<file path="config.mk">
export PLATFORM = sky130hd
export DESIGN_NAME = key_debounce
export DESIGN_NICKNAME = d
export VERILOG_FILES = /design/src/rtl/key_debounce.sv
export SDC_FILE = /design/constraint.sdc
export NUM_CORES = 1
export LEC_CHECK = 0
export CAP_MARGIN = 20
export CORE_MARGIN = 5
export CORE_UTILIZATION = 50
export DETAILED_ROUTE_END_ITERATION = 10
export GPL_TIMING_DRIVEN = 0
export PLACE_DENSITY = 0.74
export SETUP_SLACK_MARGIN = 0.3
export SLEW_MARGIN = 10
export SYNTH_ARGS = -nofsm -noshare
export SYNTH_HDL_FRONTEND = slang
export SYNTH_SLANG_ARGS = --single-unit
</file>
<file path="constraint.sdc">
create_clock -name sys_clk -period 4.65 [get_ports sys_clk]
set_clock_uncertainty 0.15 [all_clocks]
set_input_delay 0.93 -clock sys_clk [delete_from_list [all_inputs] [get_ports sys_clk]]
set_output_delay 0.93 -clock sys_clk [all_outputs]
set_load 0.005 [all_outputs]
</file>
<file path="src/rtl/key_debounce.sv">
// Multi-key debouncer: per-key 2-flop synchroniser, debounce FSM and hold timer.
// Emits a debounced level plus registered one-cycle press/release/long pulses.
module key_debounce #(
    parameter int unsigned KEY_NUM     = 2,
    parameter int unsigned DEB_CYCLES  = 1_000_000,
    parameter int unsigned LONG_CYCLES = 50_000_000
) (
    input  logic               sys_clk,
    input  logic               sys_rst,
    input  logic [KEY_NUM-1:0] key_in,
    output logic [KEY_NUM-1:0] key_level,
    output logic [KEY_NUM-1:0] key_press,
    output logic [KEY_NUM-1:0] key_release,
    output logic [KEY_NUM-1:0] key_long
);

    localparam int unsigned DW = $clog2(DEB_CYCLES);
    localparam int unsigned HW = $clog2(LONG_CYCLES);

    localparam logic [DW-1:0] DEB_LAST  = DW'(DEB_CYCLES - 1);
    localparam logic [HW-1:0] LONG_LAST = HW'(LONG_CYCLES - 1);

    typedef enum logic [1:0] {
        IDLE,
        PRESS_DEB,
        HELD,
        RELEASE_DEB
    } state_t;

    for (genvar k = 0; k < KEY_NUM; k++) begin : g_key
        logic          s1, s2;
        state_t        state, state_nxt;
        logic [DW-1:0] deb_cnt, deb_cnt_nxt;
        logic [HW-1:0] hold_cnt, hold_cnt_nxt;
        logic          long_done, long_done_nxt;
        logic          level_q, level_nxt;
        logic          press_q, press_nxt;
        logic          release_q, release_nxt;
        logic          long_q, long_nxt;

        // Pins are active-low; the synchroniser idles at 1 (released).
        always_ff @(posedge sys_clk or posedge sys_rst) begin
            if (sys_rst) begin
                s1 <= 1'b1;
                s2 <= 1'b1;
            end else begin
                s1 <= key_in[k];
                s2 <= s1;
            end
        end

        always_ff @(posedge sys_clk or posedge sys_rst) begin
            if (sys_rst) begin
                state     <= IDLE;
                deb_cnt   <= '0;
                hold_cnt  <= '0;
                long_done <= 1'b0;
                level_q   <= 1'b0;
                press_q   <= 1'b0;
                release_q <= 1'b0;
                long_q    <= 1'b0;
            end else begin
                state     <= state_nxt;
                deb_cnt   <= deb_cnt_nxt;
                hold_cnt  <= hold_cnt_nxt;
                long_done <= long_done_nxt;
                level_q   <= level_nxt;
                press_q   <= press_nxt;
                release_q <= release_nxt;
                long_q    <= long_nxt;
            end
        end

        always_comb begin
            state_nxt     = state;
            deb_cnt_nxt   = deb_cnt;
            hold_cnt_nxt  = hold_cnt;
            long_done_nxt = long_done;
            level_nxt     = level_q;
            press_nxt     = 1'b0;
            release_nxt   = 1'b0;
            long_nxt      = 1'b0;
            unique case (state)
                IDLE: begin
                    if (!s2) begin
                        state_nxt   = PRESS_DEB;
                        deb_cnt_nxt = '0;
                    end
                end
                PRESS_DEB: begin
                    if (s2) begin
                        state_nxt = IDLE;
                    end else if (deb_cnt == DEB_LAST) begin
                        state_nxt     = HELD;
                        press_nxt     = 1'b1;
                        level_nxt     = 1'b1;
                        hold_cnt_nxt  = '0;
                        long_done_nxt = 1'b0;
                    end else begin
                        deb_cnt_nxt = deb_cnt + 1'b1;
                    end
                end
                HELD: begin
                    if (s2) begin
                        state_nxt   = RELEASE_DEB;
                        deb_cnt_nxt = '0;
                    end else if (hold_cnt == LONG_LAST) begin
                        // Saturated: fire once, long_done blocks repeats after release bounce.
                        if (!long_done) begin
                            long_nxt      = 1'b1;
                            long_done_nxt = 1'b1;
                        end
                    end else begin
                        hold_cnt_nxt = hold_cnt + 1'b1;
                    end
                end
                RELEASE_DEB: begin
                    if (!s2) begin
                        state_nxt = HELD;
                    end else if (deb_cnt == DEB_LAST) begin
                        state_nxt   = IDLE;
                        release_nxt = 1'b1;
                        level_nxt   = 1'b0;
                    end else begin
                        deb_cnt_nxt = deb_cnt + 1'b1;
                    end
                end
                default: state_nxt = IDLE;
            endcase
        end

        assign key_level[k]   = level_q;
        assign key_press[k]   = press_q;
        assign key_release[k] = release_q;
        assign key_long[k]    = long_q;
    end

endmodule

</file>
=== Word-level counts from Yosys, hierarchy flattened ===
Cells that the tools add are included.

* $add $sub $neg: 4
* Equality and inequality tests: 32
* Multiplexer cells: 72
* Reductions and logical operators: 16

{| class="wikitable"
|+ Operator list
! operator !! count
|-
| $mux 26 || 8
|-
| $mux 20 || 10
|-
| $pmux 20 s4 || 2
|-
| $pmux 26 s2 || 2
|-
| $add 26x1->26 const B || 2
|-
| $eq 26x26->1 const B || 2
|-
| $add 20x1->20 const B || 2
|-
| $eq 20x20->1 const B || 2
|-
| $ne 2x2->1 const B || 18
|-
| $mux 1 || 32
|-
| $reduce_and 5->1 || 6
|-
| $mux 2 || 12
|-
| $pmux 2 s4 || 2
|-
| $reduce_and 4->1 || 4
|-
| $ne 3x3->1 const B || 4
|-
| $eq 2x2->1 const B || 4
|-
| $pmux 1 s2 || 4
|-
| $reduce_bool 2->1 || 4
|-
| $eq 2x1->1 const B || 2
|-
| $logic_not 2->1 || 2
|}

* Bits in registers: 110
* Input port bits: 4
* Output and inout bits: 8
* Word-level logic and storage cells: 144

=== Logic depth before layout (Yosys ltp) ===
Gate-level depths: netlist of run 1.

* Depth in word-level cells: 4
* Depth in mapped cells: 8
* Depth with buffers taken out: 6

=== Worst setup path before layout of run 1 ===
OpenSTA, ideal clock, no wires.

* Kind: register to register
* Start: reg g_key[0].deb_cnt[15]
* End: reg g_key[0].deb_cnt[3]
* Setup time: 0.121 ns
* Data arrival time: 2.314 ns
* Required time: 4.379 ns
* Slack: 2.065 ns
* Cell stages (with the launch flop): 6
* Buffers on the path: 0
* Clock period less this slack: 2.585 ns
* Cells stage by stage: dfrtp_1 or4b_4 or4b_2 o21ai_0 mux2_2 a22o_1

* Cells in the longest elaborated chain, start to end: 4
* Elaborated cells between the ends (all ways): 5
* Those cells by class: eq/ne (1); mux (4)

{| class="wikitable"
|+ RTL lines
! what !! line !! text
|-
| from (decl) || 33 || <nowiki>logic [DW-1:0] deb_cnt, deb_cnt_nxt;</nowiki>
|-
| from (signal assigned) || 64 || <nowiki>deb_cnt <= deb_cnt_nxt;</nowiki>
|-
| $eq 20x20->1 (*) || 93, 120 ||
|-
| $mux 20 (*) || -- ||
|-
| $mux 20, on equally long branches || -- ||
|-
| $pmux 20 s4 (*) || -- ||
|}

Every way passes the cells marked *; elsewhere a longest branch is shown, timed or not. The select of a mux whose other input is x is not followed.
A chain may end at the register's enable or synchronous reset.

=== Final worst setup path of run 1 ===
* Start: reg g_key[0].hold_cnt[0]
* End: reg g_key[0].hold_cnt[9]

* Cells in the longest elaborated chain, start to end: 4
* Elaborated cells between the ends (all ways): 7
* Those cells by class: add/sub (1); eq/ne (2); mux (3); reduce/logical (1)

{| class="wikitable"
|+ RTL lines
! what !! line !! text
|-
| from (decl) || 34 || <nowiki>logic [HW-1:0] hold_cnt, hold_cnt_nxt;</nowiki>
|-
| from (signal assigned) || 65 || <nowiki>hold_cnt <= hold_cnt_nxt;</nowiki>
|-
| $add 26x1->26 || 114 || <nowiki>hold_cnt_nxt = hold_cnt + 1'b1;</nowiki>
|-
| $mux 26 || 107 || <nowiki>end else if (hold_cnt == LONG_LAST) begin</nowiki>
|-
| $mux 26 || 104 || <nowiki>if (s2) begin</nowiki>
|-
| $pmux 26 s2 || 83 || <nowiki>unique case (state)</nowiki>
|}

Several ways; a longest one is shown, not always the timed one. The select of a mux whose other input is x is not followed.

==> impl_metrics.toml, run 1 <==
[yosys]
synth_xor_area_frac = 0.0490
yosys-top-cells-area = "dfrtp_1 44%, nand3_1 4.4%, nor2_1 3.9%"
avgSynthCellArea_um2 = 9.27
synth_fa_ha_area_frac = 0.00823
synth_mux_area_frac = 0.0220
synth_top_family_by_area = "simple AND/OR/NAND/NOR gates"
yosysUniqueCellTypes = 63
yosysTopAreaCell = "dfrtp_1"
ys_ff_latch = 110
synth_flop_cell = "dfrtp_1"
synth-async-reset-ratio = 1.00
synthSimpleGateAreaFrac = 0.257
synth_compound_area_frac = 0.165
synthDominantCellAreaShare = 0.436
synthesis.area_um2 = 6080
synthesis.nets = 664
synth_enable_flop_cells = 0
ys_warn_count = 0
ys_seq_area_frac = 0.453
syn_inst = 656

[cts]
cts_root_buf = "clkbuf_16"
cts_tree = "built"
ctsHoldBuffers = 0
h-tree-depth = 3
clockBufferDepth = 2
clock_sinks = 110
cts_buffers = 9
clk_pin_slew_ns = 0.08
cts.repair.resized = 0
clk_latency_ns = 0.35
cts_setup_buffers = 0

[floorplanning]
initial_core_util = 0.508
die_area_um2 = 14500
core.rowCount = 40
die_w_um = 120
die_h_um = 120
ios = 12
coreArea_um2 = 12000

[setup_path]
slowest_delay_ns = 0.65
crit_path_top_delay_cell = "or4_1"
cp_cell_sequence = "ha_1, nand3_1, or4_1, o211ai_1, buf_2, buf_2, o31ai_1"
cp_top_family = "simple AND/OR/NAND/NOR gates"
critPathBufInv = 2
critPathRequiredTime_ns = 4.73
cpMostUsedCell = "buf_2"
worstPathArrival_ns = 3.05
critPathKind = "reg -> reg"
critPathCaptureType = "register"
crit_path_start_kind = "register"
path_max_fanout = 10

[placement]
io_buffer_count = 11
gp_congestion = 0.867
dpl.hpwl_um = 9180
place_inst = 815

[sta]
fin_crit_sh = 0.638
finalSetupViolations = 0
tightest_slew_ns = 0.953
whs_ns = 0.211
period_needed_ns = 2.97
drv_slew = 0
rsz0062_at_grt = "no"
slew-limit-headroom = 0.360
timing_hold_violations_final = 0
max_freq_ghz = 0.337

[global_routing]
overflow = 0
antenna_found_initial = 0
grt_pass1_wl_um = 23200
grt_max_degree = 91
first_global_vias = 4892
grt_usage = 0.191

[job]
drv_cap = 0

[finish]
finalNonFillerCells = 832
mostFrequentLayoutCell = "dfrtp_1"
mostFrequentLayoutCells = "106 x dfrtp_1, 64 x nor2_1, 54 x nand3_1"
n_antenna_cell = 0
layout.nets = 688
drive_gt1_frac = 0.0730
area.growth.synth_to_final_pct = 10.6
fin_util = 0.562

[route]
drtIter0Drc = 567
wl_per_cell_um = 16.2
dr.pass1.iters = 5
vias = 5163
viasPerCell = 6.21
ant_nets = 0
wl_um = 13500
drc = 0

[pwr]
power.leakage_uw = 0.00272
powerDensity_nw_per_um2 = 275
vdd_drop_max_mv = 0.183
power_uw = 1850

[min_path]
hp-class = "reg -> reg"

[status]
status = "finished clean"
==> metal layers <==
layer,global-route usage,vias to the layer above,part of all wire
li1,-,2487,-
met1,0.261,2512,0.46
met2,0.312,142,0.48
met3,0.0304,22,0.042
met4,0.0623,0,0.015
met5,0,-,0
==> path summary, 6_finish.rpt <==
check,endpoint,cells after the start,slack [ns],from
hold reg to reg,g_key[0].s2,0,0.21,g_key[0].s1
min in group asynchronous,g_key[0].hold_cnt[17],2,0.73,sys_rst
hold / removal,g_key[0].s2,0,0.21,g_key[0].s1
max in group asynchronous,g_key[1].hold_cnt[23],3,2.89,sys_rst
setup reg to reg,g_key[0].hold_cnt[9],7,1.68,g_key[0].hold_cnt[0]
setup / recovery,g_key[0].hold_cnt[9],7,1.68,g_key[0].hold_cnt[0]
==> metrics by stage <==
step                cell area (um2)  setup TNS, ns  setup slack, ns
finish                         6730              0             1.68
global route                   6730              0             1.54
CTS                            6720              0             1.74
detailed placement             6410              0             1.77
global placement               6380         -95.50           -0.907
floorplan                      6080              0            0.674
==> state kept, by name, summed over array words and instances, names as in the netlist, named ones only <==
signal           flops
g_key.level_q        2
g_key.hold_cnt      52
g_key.s1             2
g_key.long_q         2
g_key.long_done      2
g_key.s2             2
g_key.release_q      2
g_key.press_q        2
g_key.deb_cnt       40
g_key.state          2
==> area by class of cell <==
type	instances	area [um2]
multi-input combinational	485	3050
clock buffer	9	225
inverter	21	83.8
sequential	110	2760
fill	1002	5240
tap	147	184
buffer	40	194
clock inverter	7	86.3
timing repair buffer	13	143
==> synth_stat cells (all sizes together), types with 7 or more instances <==
master  count
a211o       9
a211oi      7
a21oi      16
a31oi      13
and2        8
and3       16
and4        8
buf        14
clkbuf     26
dfrtp     106
inv        21
mux2i      10
nand2      47
nand3      54
nand4      18
nor2       64
nor3       19
nor4       20
o211ai      7
o21ai      32
o31ai      21
xnor2      26
xor2        8
==> cells by family (layout without fill, tap and decap cells) <==
kind of cell	Yosys count	in the layout
AND/OR/NAND/NOR	290	290
AO/OA/AOI/OAI	144	144
flip-flops	110	110
buffers and inverters	61	90
XOR/XNOR	34	34
multiplexers	13	13
adder cells (fa/ha/maj)	4	4
==> power breakdown <==
group          switching [uW]  internal [uW]  leakage [uW]
combinational            44.6           17.0       0.00105
sequential               10.7            967       0.00151
clock                     380            431      0.000150
total                     435           1410       0.00272
Power figures use the tool's default switching activity.
==> run 2: changes to the inputs <==
PLACE_DENSITY = 0.77   (was 0.74)
clock period = 2.5 ns   (was 4.65 ns; I/O delays follow)
==> run 2 against run 1 <==
Combinational power rose by 140%. Cell area rose by 20%. Sequential cell count did not move. Global-route usage rose by 3.7 points. Critical path type unchanged. Maximum frequency rose by 20%. Clock power rose by 86%. Wire length rose by 28%. Die area did not move.
==> impl_metrics.toml, run 2 (same netlist as run 1, synthesis figures left out) <==
[status]
status = "finished clean"

[finish]
layout.nets = 750
multi_input_area_um2 = 3670
mostFrequentLayoutCell = "dfrtp_1"
regArea_um2 = 2770
finalNonFillerCells = 894
largest_register_ffs = 52
mostFrequentLayoutCells = "99 x dfrtp_1, 60 x nor2_1, 55 x buf_4"
drive_gt1_frac = 0.293
largest_register = "g_key.hold_cnt"
area.growth.synth_to_final_pct = 33.0
n_fill_cell = 818
top_regs = "g_key.hold_cnt: 52 flops, g_key.deb_cnt: 40 flops"
n_antenna_cell = 0

[placement]
gp_congestion = 0.834
place_inst = 817
io_buffer_count = 11
dpl.hpwl_um = 9680
dp_slack_ns = -0.250

[global_routing]
grt_max_degree = 32
first_global_vias = 5621
overflow = 0
antenna_found_initial = 0
grt_usage = 0.227
grt_pass1_wl_um = 27300

[cts]
ctsHoldBuffers = 0
clock_sinks = 110
h-tree-depth = 3
cts_tree = "built"
clk_latency_ns = 0.36
cts_root_buf = "clkbuf_16"
cts_buffers = 9
clk_pin_slew_ns = 0.08
clockBufferDepth = 2

[setup_path]
ff2ff_setup_slack_ns = 0.03
worstPathArrival_ns = 2.62
timing.rr.start = "g_key[1].hold_cnt[16]"
path_max_fanout = 8
reg2reg_depth = 8
critPathCaptureType = "register"
critPathKind = "reg -> reg"
rr_endpoint = "g_key[1].hold_cnt[25]"
crit_path_start_kind = "register"
critPathRequiredTime_ns = 2.65

[pwr]
pwr-share-seq = 0.524
p_int_uw = 2660
p_comb_frac = 0.042
sw_frac_of_total = 0.235
vdd_drop_max_mv = 0.353
switchingPower_uw = 816
powerDensity_nw_per_um2 = 430
power.leakage_uw = 0.00337
power_uw = 3480
clkPwrFrac = 0.434

[route]
drc = 0
wl_um = 17300
vias = 5789
dr.pass1.iters = 6
drtIter0Drc = 655
viasPerCell = 6.48
wl_per_cell_um = 19.3
ant_nets = 0

[sta]
timing_hold_violations_final = 0
fin_crit_sh = 0.989
slew-limit-headroom = 0.591
drv_slew = 0
rsz0062_at_grt = "yes"
worst_slack_ns = 0.0266
max_freq_ghz = 0.404
tightest_slew_ns = 0.609
finalSetupViolations = 0
period_needed_ns = 2.47

[floorplanning]
die_area_um2 = 14500
coreArea_um2 = 12000
ios = 12
initial_core_util = 0.508
die_w_um = 120
core.rowCount = 40
die_h_um = 120

[min_path]
min_to = "g_key[0].s2"
hp-class = "reg -> reg"
min_path_cells = 0
worstHoldStart = "g_key[0].s1"

[job]
drv_cap = 0
## run 2: per-stage QoR
| step | hold WS [ns] | utilization | cell area [um2] | setup TNS (ns) |
|---|---|---|---|---|
| 2_1_floorplan | 0.195 | - | 6220 | 0 |
| 3_3_place_gp | 0.198 | 0.545 | 6510 | -59.64 |
| 3_5_place_dp | 0.199 | 0.550 | 6570 | -4.80 |
| 4_1_cts | 0.209 | 0.636 | 7610 | 0 |
| 5_1_grt | 0.216 | 0.676 | 8090 | -0.0824 |
| 6_report | 0.209 | 0.676 | 8090 | 0 |
## run 2: repair_timing
| action | 4_1_cts | 5_1_grt |
|---|---|---|
| endpoints found under the setup margin | 88 | 89 |
| setup buffers | 39 | 16 |
| gates cloned | 4 | 2 |
| gates resized for setup | 86 | 85 |
| pin swaps | 33 | 20 |
## run 2: area by class of cell
cell class                      count  share of cell area
Buffer                             40              0.0447
Clock buffer                       10              0.0295
Clock inverter                      6             0.00820
Inverter                           21              0.0102
Multi-Input combinational cell    485               0.454
Sequential cell                   110               0.342
Tap cell                          147              0.0227
Timing Repair Buffer               75              0.0883
## run 2: worst max-delay path by stage
stage                          start                    end  cells after the start
3_3_place_gp                 sys_rst  g_key[1].hold_cnt[22]                      2
6_report       g_key[1].hold_cnt[16]  g_key[1].hold_cnt[25]                      8
2_1_floorplan   g_key[0].deb_cnt[11]  g_key[0].hold_cnt[13]                      6
3_5_place_dp    g_key[0].deb_cnt[11]  g_key[0].hold_cnt[13]                      6
5_1_grt        g_key[1].hold_cnt[16]  g_key[1].hold_cnt[25]                      8
4_1_cts          g_key[0].deb_cnt[8]    g_key[0].deb_cnt[3]                      5
## run 2: power groups by stage
stage / sequential (uW) / combinational [uW] / clock (uW)
global placement: 1850 / 110 / 0
CTS: 1820 / 138 / 1520
global route: 1820 / 167 / 1600
finish: 1820 / 147 / 1510
detailed placement: 1850 / 125 / 0
floorplan: 1850 / 80.3 / 0
## run 2: layer usage
metal | routed length (um) | up-vias | share of wire | global-route usage
met5 | 0 | - | 0 | 0
met4 | 537 | 0 | 0.031 | 0.0892
met3 | 971 | 61 | 0.056 | 0.0426
met2 | 8910 | 264 | 0.52 | 0.397
met1 | 6870 | 2863 | 0.40 | 0.279
li1 | - | 2601 | - | -
## run 2: critical path, cell delays in order, from the launching register on
cell and delay (ns):
dfrtp_1 0.37, clkbuf_8 0.13, or4b_4 0.49, nor4_4 0.32, a41o_4 0.39, buf_6 0.13, and2_4 0.14, clkbuf_16 0.15
a211o_1 0.13
